## config.mk

```make
export PLATFORM = sky130hd
export DESIGN_NAME = grf_wb_arbiter_flat
export DESIGN_NICKNAME = d
export VERILOG_FILES = /design/src/rtl/grf_wb_arbiter_pkg.sv /design/src/rtl/grf_wb_arbiter_if.sv /design/src/rtl/grf_wb_arbiter_rr_arbiter.sv /design/src/rtl/grf_wb_arbiter.sv /design/src/flat_wrapper.sv
export SDC_FILE = /design/constraint.sdc
export NUM_CORES = 1
export LEC_CHECK = 0
export ABC_AREA = 1
export CAP_MARGIN = 20
export CORE_MARGIN = 2
export CORE_UTILIZATION = 35
export DETAILED_ROUTE_END_ITERATION = 8
export PLACE_DENSITY = 0.7
export SYNTH_ARGS = -nofsm -noshare
export SYNTH_HDL_FRONTEND = slang
export SYNTH_SLANG_ARGS = --single-unit
```

## constraint.sdc

```tcl
create_clock -name clk -period 1.5 [get_ports clk]
set_input_delay 0.3 -clock clk [delete_from_list [all_inputs] [get_ports clk]]
set_output_delay 0.3 -clock clk [all_outputs]
set_load 0.03 [all_outputs]
```

## src/rtl/grf_wb_arbiter_pkg.sv

```systemverilog
// Shared constants for the GRF writeback arbiter.
// Register file geometry and the hard-wired zero register.
package grf_wb_arbiter_pkg;
    localparam int AW       = 5;
    localparam int DW       = 32;
    localparam int REG_ZERO = 0;
    localparam int NREG     = 32;
endpackage

```

## src/rtl/grf_wb_arbiter_if.sv

```systemverilog
// Writeback request bundle between the requesters and the arbiter.
// Each requester owns one slice of the packed address/data/pc vectors.
interface grf_wb_arbiter_if #(
    parameter int NREQ = 2,
    parameter int AW   = grf_wb_arbiter_pkg::AW,
    parameter int DW   = grf_wb_arbiter_pkg::DW
);
    logic [NREQ-1:0]    req_valid;
    logic [NREQ-1:0]    req_ready;
    logic [NREQ*AW-1:0] req_addr;
    logic [NREQ*DW-1:0] req_data;
    logic [NREQ*DW-1:0] req_pc;

    modport master (
        output req_valid, req_addr, req_data, req_pc,
        input  req_ready
    );

    modport slave (
        input  req_valid, req_addr, req_data, req_pc,
        output req_ready
    );
endinterface

```

## src/rtl/grf_wb_arbiter_rr_arbiter.sv

```systemverilog
// Round-robin arbiter: one-hot grant, search starts at the pointer.
// The pointer moves past the winner and holds when nothing is granted.
module rr_arbiter #(
    parameter int NREQ = 2
) (
    input  logic            clk,
    input  logic            rst_n,
    input  logic [NREQ-1:0] valid,
    output logic [NREQ-1:0] grant
);
    localparam int PW = (NREQ > 1) ? $clog2(NREQ) : 1;

    logic [PW-1:0] ptr;
    logic [PW-1:0] ptr_nxt;
    logic          found;

    // Distance k from the pointer defines priority; closest valid wins.
    always_comb begin
        grant   = '0;
        ptr_nxt = ptr;
        found   = 1'b0;
        for (int k = 0; k < NREQ; k++) begin
            for (int i = 0; i < NREQ; i++) begin
                if (!found && valid[i] &&
                    ((i + NREQ - int'(ptr)) % NREQ) == k) begin
                    grant[i] = 1'b1;
                    ptr_nxt  = PW'((i + 1) % NREQ);
                    found    = 1'b1;
                end
            end
        end
    end

    always_ff @(posedge clk or negedge rst_n) begin
        if (!rst_n) begin
            ptr <= '0;
        end else begin
            ptr <= ptr_nxt;
        end
    end
endmodule

```

## src/rtl/grf_wb_arbiter.sv

```systemverilog
// Shares the GRF write port among writeback requesters and tracks
// per-register pending writes for the hazard unit.
module grf_wb_arbiter
    import grf_wb_arbiter_pkg::*;
#(
    parameter int NREQ = 2,
    parameter int AW   = grf_wb_arbiter_pkg::AW,
    parameter int DW   = grf_wb_arbiter_pkg::DW
) (
    input  logic            clk,
    input  logic            rst_n,
    grf_wb_arbiter_if.slave req,
    input  logic            rsv_valid,
    input  logic [AW-1:0]   rsv_addr,
    input  logic [AW-1:0]   q_a1,
    input  logic [AW-1:0]   q_a2,
    output logic            q_busy1,
    output logic            q_busy2,
    output logic            grf_we,
    output logic [AW-1:0]   grf_a3,
    output logic [DW-1:0]   grf_wd,
    output logic [DW-1:0]   grf_pc
);
    localparam int NR = 1 << AW;

    logic [NREQ-1:0] grant;
    logic            any_grant;
    logic [AW-1:0]   g_addr;
    logic [DW-1:0]   g_data;
    logic [DW-1:0]   g_pc;
    logic [NR-1:0]   busy;
    logic [NR-1:0]   busy_nxt;

    rr_arbiter #(.NREQ(NREQ)) u_rr (
        .clk   (clk),
        .rst_n (rst_n),
        .valid (req.req_valid),
        .grant (grant)
    );

    assign req.req_ready = grant;
    assign any_grant     = |grant;

    always_comb begin
        g_addr = '0;
        g_data = '0;
        g_pc   = '0;
        for (int i = 0; i < NREQ; i++) begin
            if (grant[i]) begin
                g_addr = req.req_addr[i*AW +: AW];
                g_data = req.req_data[i*DW +: DW];
                g_pc   = req.req_pc[i*DW +: DW];
            end
        end
    end

    // Set after clear: a same-cycle reserve means a newer producer exists.
    always_comb begin
        busy_nxt = busy;
        if (grf_we) begin
            busy_nxt[grf_a3] = 1'b0;
        end
        if (rsv_valid) begin
            busy_nxt[rsv_addr] = 1'b1;
        end
        busy_nxt[REG_ZERO] = 1'b0;
    end

    always_ff @(posedge clk or negedge rst_n) begin
        if (!rst_n) begin
            grf_we <= 1'b0;
            grf_a3 <= '0;
            grf_wd <= '0;
            grf_pc <= '0;
            busy   <= '0;
        end else begin
            grf_we <= any_grant && (g_addr != AW'(REG_ZERO));
            if (any_grant) begin
                grf_a3 <= g_addr;
                grf_wd <= g_data;
                grf_pc <= g_pc;
            end
            busy <= busy_nxt;
        end
    end

    assign q_busy1 = busy[q_a1];
    assign q_busy2 = busy[q_a2];
endmodule

```

## src/flat_wrapper.sv

```systemverilog
// flat-port wrapper written by rule: the top's interface ports become plain ports
module grf_wb_arbiter_flat import grf_wb_arbiter_pkg::*;
#(
    parameter int NREQ = 2,
    parameter int AW   = grf_wb_arbiter_pkg::AW,
    parameter int DW   = grf_wb_arbiter_pkg::DW
)
  (clk, rst_n, rsv_valid, rsv_addr, q_a1, q_a2, q_busy1, q_busy2, grf_we, grf_a3, grf_wd, grf_pc, req_req_valid, req_req_addr, req_req_data, req_req_pc, req_req_ready);
  grf_wb_arbiter_if #(.NREQ(NREQ), .AW(AW), .DW(DW)) req_i ();
  input  logic clk;
  input  logic rst_n;
  input  logic rsv_valid;
  input  logic [AW-1:0] rsv_addr;
  input  logic [AW-1:0] q_a1;
  input  logic [AW-1:0] q_a2;
  output logic q_busy1;
  output logic q_busy2;
  output logic grf_we;
  output logic [AW-1:0] grf_a3;
  output logic [DW-1:0] grf_wd;
  output logic [DW-1:0] grf_pc;
  input wire logic [$bits(req_i.req_valid)-1:0] req_req_valid;
  input wire logic [$bits(req_i.req_addr)-1:0] req_req_addr;
  input wire logic [$bits(req_i.req_data)-1:0] req_req_data;
  input wire logic [$bits(req_i.req_pc)-1:0] req_req_pc;
  output wire logic [$bits(req_i.req_ready)-1:0] req_req_ready;
  assign req_i.req_valid = req_req_valid;
  assign req_i.req_addr = req_req_addr;
  assign req_i.req_data = req_req_data;
  assign req_i.req_pc = req_req_pc;
  assign req_req_ready = req_i.req_ready;
  grf_wb_arbiter #(.NREQ(NREQ), .AW(AW), .DW(DW)) u_core (.clk(clk), .rst_n(rst_n), .req(req_i), .rsv_valid(rsv_valid), .rsv_addr(rsv_addr), .q_a1(q_a1), .q_a2(q_a2), .q_busy1(q_busy1), .q_busy2(q_busy2), .grf_we(grf_we), .grf_a3(grf_a3), .grf_wd(grf_wd), .grf_pc(grf_pc));
endmodule
```

=== After elaboration in Yosys (flattened, before gate mapping) ===
Cells that the tools add are included.
Widths: inputs -> output; s select.

* Logic and storage cells: 65
* Output and inout bits: 74
* Input port bits: 158
* Register bits: 102

* Muxes and demuxes: 26
* Reductions and logical operators: 18
* Bitwise logic cells: 5
* Equal/unequal tests: 2
* Add/subtract/negate cells: 2
* Magnitude comparators: 6

{| class="wikitable"
|+ Operator list
! cell !! number
|-
| $mux 32 || 6
|-
| $logic_not 32->1 || 2
|-
| $and 32x32->32 || 1
|-
| $not 32->32 || 1
|-
| $or 32x32->32 || 1
|-
| $lt 5x6->1 const B || 4
|-
| $mux 1 || 14
|-
| $bmux 1 s5 || 2
|-
| $demux 1 s5 || 2
|-
| $ge 5x1->1 const B || 2
|-
| $logic_and 1x1->1 || 10
|-
| $mux 5 || 2
|-
| $sub 2x1->3 const A || 2
|-
| $reduce_bool 5->1 || 1
|-
| $eq 2x2->1 const B || 2
|-
| $reduce_bool 4->1 || 1
|-
| $logic_not 1->1 || 3
|-
| $and 1x1->1 || 2
|-
| $reduce_or 2->1 || 1
|}

=== Longest topological paths before layout ===
Gate-level depths: netlist of the first run.

* Word-level depth: 20
* Depth in mapped cells: 11
* Mapped depth without buffers: 9

=== Hierarchy ===
From an unflattened synthesis of the first run, not the netlist that was laid out.

* Cell total of the unflattened synthesis: 609
* Area, all modules: 4979.8 µm²

{| class="wikitable"
|+ By module, submodules not included
! module !! cells each !! area each (µm²) !! instances !! seq. area each (µm²)
|-
| grf_wb_arbiter || 601 || 4916.0 || 1 || 2527.4
|-
| rr_arbiter || 8 || 63.8 || 1 || 25.0
|}

=== Worst setup path after synthesis of the first run ===
No wires, ideal clock.

* Path kind: in2out
* Start point: in q_a2[0]
* End point: out q_busy2
* Path slack: -0.003 ns
* Required time: 1.200 ns
* Arrival: 1.203 ns
* Path buffers: 2
* Stages on the path: 11
* Path through: buf_4 -> inv_2 -> buf_6 -> nand2_1 -> nand3_1 -> nand3_1 -> nand2_1 -> nand2_1 -> nand2_1 -> nand2_1 -> nand2_1

* Longest elaborated chain between the ends: 2

{| class="wikitable"
|+ Ends and longest elaborated chain
! element !! line !! source
|-
| from (decl) || flat_wrapper.sv:15 || <nowiki>input logic [AW-1:0] q_a2;</nowiki>
|-
| $bmux 1 s5 || grf_wb_arbiter.sv:88 || <nowiki>assign q_busy2 = busy[q_a2];</nowiki>
|-
| $mux 1 (implied by the code) || grf_wb_arbiter.sv:88 ||
|-
| to (decl) || flat_wrapper.sv:17 || <nowiki>output logic q_busy2;</nowiki>
|}

No other way between the ends. The select of a mux whose other input is x is not followed.

=== Final worst setup path of the first run ===
* Start point: reg u_core.busy[7]
* End point: out q_busy1

* Longest elaborated chain between the ends: 2

{| class="wikitable"
|+ Ends and longest elaborated chain
! element !! line !! source
|-
| from (decl) || grf_wb_arbiter.sv:31 || <nowiki>logic [NR-1:0] busy;</nowiki>
|-
| from (signal assigned) || grf_wb_arbiter.sv:83 || <nowiki>busy <= busy_nxt;</nowiki>
|-
| $bmux 1 s5 || grf_wb_arbiter.sv:87 || <nowiki>assign q_busy1 = busy[q_a1];</nowiki>
|-
| $mux 1 (implied by the code) || grf_wb_arbiter.sv:87 ||
|-
| to (decl) || flat_wrapper.sv:16 || <nowiki>output logic q_busy1;</nowiki>
|}

No other way between the ends. The select of a mux whose other input is x is not followed.

==> impl_metrics.tcl, run 1 <==
set metrics [dict create \
    outcome "finished, violations left" \
    violations "negative setup slack" \
    rsz0062_at_grt "yes" \
    htree_levels 3 \
    ys_seq_elements 102 \
    die_h_um 123.7 \
    multi_input_area_um2 2221 \
    clock_skew_ns 0.006450 \
    cpMaxStageDelayCell "dfrtp_1" \
    yosys.area_share.xor_xnor 0 \
    post-route-period-util 1.150 \
    final_net_count 1071 \
    start_util 0.3602 \
    clockBufferDepth 2 \
    ios 232 \
    syn_inst 666 \
    leakage_nw 3.800 \
    min_period_ns 1.725 \
    clk_latency_ns 0.34 \
    grt_pass1_wl_mm 27.04 \
    path_max_fanout 2 \
    r2r_start "u_core.u_rr.ptr$_DFFE_PN0P_" \
    areaGrowthSynthToFinish_pct 59.76 \
    synthesis.area_um2 5019 \
    grt-ovfl-total 0 \
    clkSinkCount 102 \
    grt_pass1_vias 5192 \
    hold_start "req_req_valid[1]" \
    p_total_mw 9.680 \
    synth_seq_area_share 0.5086 \
    critPathTopFamily "simple AND/OR/NAND/NOR gates" \
    fp-row-count 43 \
    design.core.area_um2 13930 \
    tritoncts.num_buffers 9 \
    cp_data_arrival_time_ns 1.42 \
    syn_nets 824 \
    crit_start "u_core.busy[7]$_DFF_PN0_" \
    synth_area_leader_cell "dfrtp_1" \
    ys_types 15 \
    path_common_cell "nand2_1" \
    synth_edf_count 0 \
    ys.flop_type "dfrtp_1" \
    min_path_type "in2reg" \
    grt.total_usage 0.2306 \
    power_density_nw_per_um2 1207 \
    synth-simple-area-share 0.3600 \
    min_path_cells 4 \
    dieWidth_um 123.7 \
    setup-tns-final_ns -0.4209 \
    portBuffers 231 \
    die-area_um2 15310 \
    yosys-top-cells-area "dfrtp_1, nand2_1, nand3_1" \
    drv_cap 0 \
    cp_cell_sequence "inv_2, nand2_1, nand3_1, nand3_2, nand3_2, nand2_1, nand2_1, nand2_1, buf_6" \
    yosysMostFrequentCell "nand2_1" \
    cpPeakStageDelay_ns 0.39 \
    setup.worst_path.start_class "register" \
    timing.fmax_ghz 0.5797 \
    cp-end-kind "output pin" \
    antenna_found_initial 1 \
    tritoncts "done" \
    r2r_cells 7 \
    yosysWarnings 0 \
    synth_compound_area_frac 0.06956 \
    finalHoldViolCount 0 \
    regArea_um2 2552 \
    drt-pass1-iter-count 5 \
    cp.required_ns 1.20 \
    async_flop_share 1.000 \
    synth.avg_cell_area_um2 7.535 \
    clk_pin_slew_ns 0.07 \
    synth-adder-area-share 0 \
    ir_drop_mv 0.7340 \
    post_drt_wl_per_cell_um 15.86 \
    vias_per_cell 4.909 \
    path_buf_inv 2 \
    dp_hpwl_mm 13.51 \
    vias 5395 \
    ant_nets 0 \
    timing.rr.end "u_core.grf_wd[25]$_DFFE_PN0P_" \
    slew_headroom 0.7419 \
    tightest_slew_ns 0.3887 \
    drive_gt1_frac 0.09041 \
    hold_path_end "u_core.u_rr.ptr$_DFFE_PN0P_" \
    synth_mux_area_frac 0 \
    synth_top_area_frac 0.5086 \
    drt_wl_total_mm 17.43 \
    setup_violations 2 \
    drc 0 \
    slew_viol_final 0 \
    cts_root_buffer "clkbuf_16" \
    grt_max_degree 47 \
    drt_iter0_markers 355 \
    fillers 1268 \
    ys_top_cells_by_count "nand2_1, nand3_1, dfrtp_1, o21ai_0, inv_1" \
    crit_type "reg2out" \
    reg2reg_setup_slack_ns 0.15 \
    synth_top_family_by_area "simple AND/OR/NAND/NOR gates" \
    layout_setup_ws_ns -0.2249 \
    place_congestion 0.9279 \
]
-- cells in the final DEF (no fill, tap or decap), drive strengths merged --
master,instances
clkdlybuf4s50,148
buf,38
clkinvlp,1
nand2,294
bufinv,1
inv,33
dlygate4sd2,72
clkbuf,14
dfrtp,102
diode,1
clkinv,3
clkdlybuf4s15,2
nand4,1
dlygate4sd3,1
o21ai,66
nand3,138
nor2,1
o211ai,2
dlymetal6s2s,1
-- worst reg2reg max path, cell delays in order (launching register included) --
cell     delay [ns]
dfrtp_1        0.41
o21ai_2        0.21
buf_4          0.14
nand2_2        0.05
inv_2          0.11
buf_12         0.20
nand2_1        0.09
nand3_1        0.07
-- sequential cells by signal, summed over array words and instances, names as in the netlist --
register,flops
u_core.grf_we,1
u_core.busy,31
u_core.grf_wd,32
u_core.grf_pc,32
u_core.grf_a3,5
u_core.u_rr.ptr,1
-- layout make-up --
type | instances | share of cell area
Antenna cell | 1 | 0.0003121
Timing Repair inverter | 1 | 0.0009363
Multi-Input combinational cell | 502 | 0.2770
Clock buffer | 12 | 0.03074
Tap cell | 180 | 0.02809
Timing Repair Buffer | 264 | 0.3208
Sequential cell | 102 | 0.3184
Inverter | 33 | 0.01670
Clock inverter | 4 | 0.007022
-- metrics by stage --
| step | instance area (um^2) | hold WS (ns) | setup WS (ns) | utilization | instances |
|---|---|---|---|---|---|
| global route | 8018 | 0.3821 | -0.3366 | 0.5754 | 1099 |
| global placement | 7667 | 0.1862 | -0.4951 | 0.5502 | 1076 |
| detailed placement | 7667 | 0.1853 | -0.5110 | 0.5502 | 1076 |
| floorplan | 5021 | 0.004409 | 0.007884 | - | 666 |
| finish | 8018 | 0.3616 | -0.2249 | 0.5754 | 1099 |
| CTS | 7949 | 0.3708 | -0.2235 | 0.5704 | 1096 |
-- what timing repair did --
item	4_1_cts	5_1_grt
endpoints found under the hold margin	14	0
buffers inserted	3	1
pin swaps	6	11
hold buffers	1	0
cloned	0	1
gates resized for setup	95	18
setup endpoints to repair	73	6
-- power by group --
part	switching (mW)	internal, mW
Clock	1.01	1.35
Combinational	1.94	1.35
Sequential	0.568	3.46
-- routing by layer --
| metal | global-route usage | wire length, um |
|---|---|---|
| met4 | 0.08310 | 427 |
| met5 | 0 | 0 |
| met2 | 0.3767 | 8518 |
| met3 | 0.08608 | 1660 |
| met1 | 0.2790 | 6821 |
-- logic make-up after synthesis --
| family | Yosys count |
|---|---|
| and+or+nand+nor | 434 |
| DFF | 102 |
| AOI/OAI and AO/OA | 68 |
| buffers and inverters | 62 |
-- worst max-delay path by stage --
stage | endpoint | depth (start not counted)
floorplan | q_busy1 | 11
global placement | q_busy1 | 10
detailed placement | q_busy1 | 10
CTS | q_busy1 | 9
global route | q_busy1 | 9
finish | q_busy1 | 9
Power figures use the tool's default switching activity.
==> inputs of run 2 (changes only) <==
--- a/constraint.sdc
+++ b/constraint.sdc
@@ -3,2 +3,2 @@
 set_output_delay 0.3 -clock clk [all_outputs]
-set_load 0.03 [all_outputs]
+set_load 0.05 [all_outputs]
==> run 2 against run 1 <==
Clock power increased by 8.9%. Combinational power up 45%. Global-route usage grew 2.2 points. Critical endpoint is now q_busy2. The run still ends with negative setup slack left. Cell count rose by 1.3%. Design area rose by 13%. Critical path depth unchanged. Fmax decreased by 1.8%. Critical path type unchanged.
==> impl_metrics.tcl, run 2 (synthesis results as in run 1) <==
set metrics [dict create \
    power_frac_seq 0.364 \
    fillers 1165 \
    drt_iter0_markers 416 \
    grt_util_met2 0.4238 \
    grt_pass1_wl_mm 29.15 \
    comb_power_share 0.413 \
    post_drt_wl_per_cell_um 17.71 \
    drc 0 \
    min_period_ns 1.757 \
    drt-pass1-iter-count 5 \
    power_density_nw_per_um2 1276 \
    design.core.area_um2 13930 \
    areaGrowthSynthToFinish_pct 80.35 \
    use_met1 0.2989 \
    tightest_slew_ns 0.3477 \
    ios 232 \
    setup_violations 3 \
    regArea_um2 2554 \
    start_util 0.3602 \
    rsz0062_at_grt "yes" \
    htree_levels 3 \
    finalHoldViolCount 0 \
    die_h_um 123.7 \
    clkPwrFrac 0.222 \
    vias_per_cell 5.022 \
    dpl_cell_area_um2 8451 \
    clockBufferDepth 2 \
    cpPeakStageDelay_ns 0.43 \
    final_cell_mix "nand2_1, clkdlybuf4s50_1, nand3_1" \
    switching_share 0.3760 \
    antenna_found_initial 2 \
    final_net_count 1084 \
    grt-ovfl-total 0 \
    path_max_fanout 3 \
    portBuffers 231 \
    top_usage_layer "met2" \
    die-area_um2 15310 \
    tritoncts "done" \
    setup.worst_path.start_class "register" \
    use_met3 0.09707 \
    post-route-period-util 1.171 \
    cp.required_ns 1.20 \
    violations "negative setup slack" \
    fp-row-count 43 \
    largestRegisters "u_core.grf_pc (32), u_core.grf_wd (32), u_core.busy (31)" \
    critPathTopFamily "simple AND/OR/NAND/NOR gates" \
    drt_wl_total_mm 19.71 \
    cp-end-kind "output pin" \
    grt_pass1_vias 5523 \
    pre_cts_ws_ns -0.5376 \
    place_congestion 0.8517 \
    p_total_mw 11.55 \
    cp_data_arrival_time_ns 1.46 \
    vias 5589 \
    dieWidth_um 123.7 \
    final_cells 1113 \
    path_common_cell "nand2_1" \
    outcome "finished, violations left" \
    grt_max_degree 39 \
    postLayoutCellArea_um2 9051 \
    timing.fmax_ghz 0.5693 \
    clkSinkCount 102 \
    cpMaxStageDelayCell "dfrtp_1" \
    dp_hpwl_mm 15.07 \
    whs_ns 0.3906 \
    crit_type "reg2out" \
    slew_headroom 0.7675 \
    clock_skew_ns 0.009907 \
    switchingPower_mw 4.344 \
    drv_cap 0 \
    slew_viol_final 0 \
    leakage_nw 4.188 \
    grt.total_usage 0.2526 \
    multi_input_area_um2 2221 \
    ir_drop_mv 0.7004 \
    clk_latency_ns 0.35 \
    layout_setup_ws_ns -0.2566 \
    cts_root_buffer "clkbuf_16" \
    ant_nets 0 \
    drive_gt1_frac 0.1751 \
    final_common_cell "nand2_1" \
    internal_power_mw 7.207 \
    placed_cells 1083 \
    min_path_type "in2async" \
    path_buf_inv 1 \
    cp_cell_sequence "nand2_1, nand3_1, nand3_1, nand2_1, nand2_1, nand2_1, nand2_1, nand2_2, buf_12" \
    clk_pin_slew_ns 0.07 \
    tritoncts.num_buffers 9 \
]
==> run 2: path summary, 6_finish.rpt <==
| kind | from | endpoint | slack, ns | cells after the start |
|---|---|---|---|---|
| hold / removal | rst_n | u_core.grf_wd[14]$_DFFE_PN0P_ | 0.39 | 2 |
| hold reg to reg | u_core.grf_wd[29]$_DFFE_PN0P_ | u_core.grf_wd[29]$_DFFE_PN0P_ | 0.54 | 2 |
| min in group clk | req_req_valid[0] | u_core.u_rr.ptr$_DFFE_PN0P_ | 0.50 | 4 |
| setup reg to reg | u_core.u_rr.ptr$_DFFE_PN0P_ | u_core.grf_pc[8]$_DFFE_PN0P_ | 0.07 | 8 |
| max in group asynchronous | rst_n | u_core.u_rr.ptr$_DFFE_PN0P_ | 0.61 | 3 |
| setup / recovery | u_core.busy[15]$_DFF_PN0_ | q_busy2 | -0.26 | 9 |
==> run 2: per-stage QoR <==
stage / utilization / TNS [ns]
after floorplan: - / -0.008865
after global placement: 0.6064 / -13.31
after detailed placement: 0.6064 / -14.30
after CTS: 0.6358 / -0.4986
after global routing: 0.6495 / -0.7725
final: 0.6495 / -0.5216
==> run 2: area by class of cell <==
cell class | instances | share of cell area
diodes | 2 | 0.0005529
clock buffers | 9 | 0.02488
clock inverters | 7 | 0.01134
inverters | 33 | 0.01673
multi-input cells | 502 | 0.2454
flip-flops and latches | 102 | 0.2821
well taps | 180 | 0.02488
repair buffers | 278 | 0.3941
==> run 2: worst register-to-register path, stage by stage, from the launching register on <==
cell	delay, ns
dfrtp_2	0.44
o21ai_4	0.24
buf_6	0.12
buf_4	0.10
nand2_4	0.06
clkinv_8	0.09
clkbuf_16	0.17
nand2_1	0.07
nand3_1	0.07
==> run 2: routing by layer <==
layer / vias to the layer above / part of all wire
met3: 22 / 0.096
met5: - / 0
met1: 2631 / 0.38
met2: 243 / 0.50
met4: 0 / 0.016
li1: 2693 / -
==> run 2: repair_timing <==
item | 4_1_cts | 5_1_grt
setup buffers | 3 | 3
pin swaps | 5 | 10
gates resized for setup | 27 | 21
endpoints found under the hold margin | 16 | 0
hold buffers | 1 | 0
endpoints found under the setup margin | 4 | 56
gates cloned | 1 | 4
==> run 2: power by group through the flow <==
stage          logic (mW)  clock network, mW  registers (mW)
4_1_cts              4.64               2.61            4.17
6_report             4.77               2.57            4.21
5_1_grt              5.11               2.73            4.29
2_1_floorplan        1.34                  0            4.87
3_3_place_gp         4.53                  0            4.19
3_5_place_dp         4.58                  0            4.22
==> inputs of run 3 (changes only) <==
CTS_CLUSTER_DIAMETER = 200   (was unset)
==> results of run 3 <==
The final DEF is identical to that of run 2; final timing and power are the same.
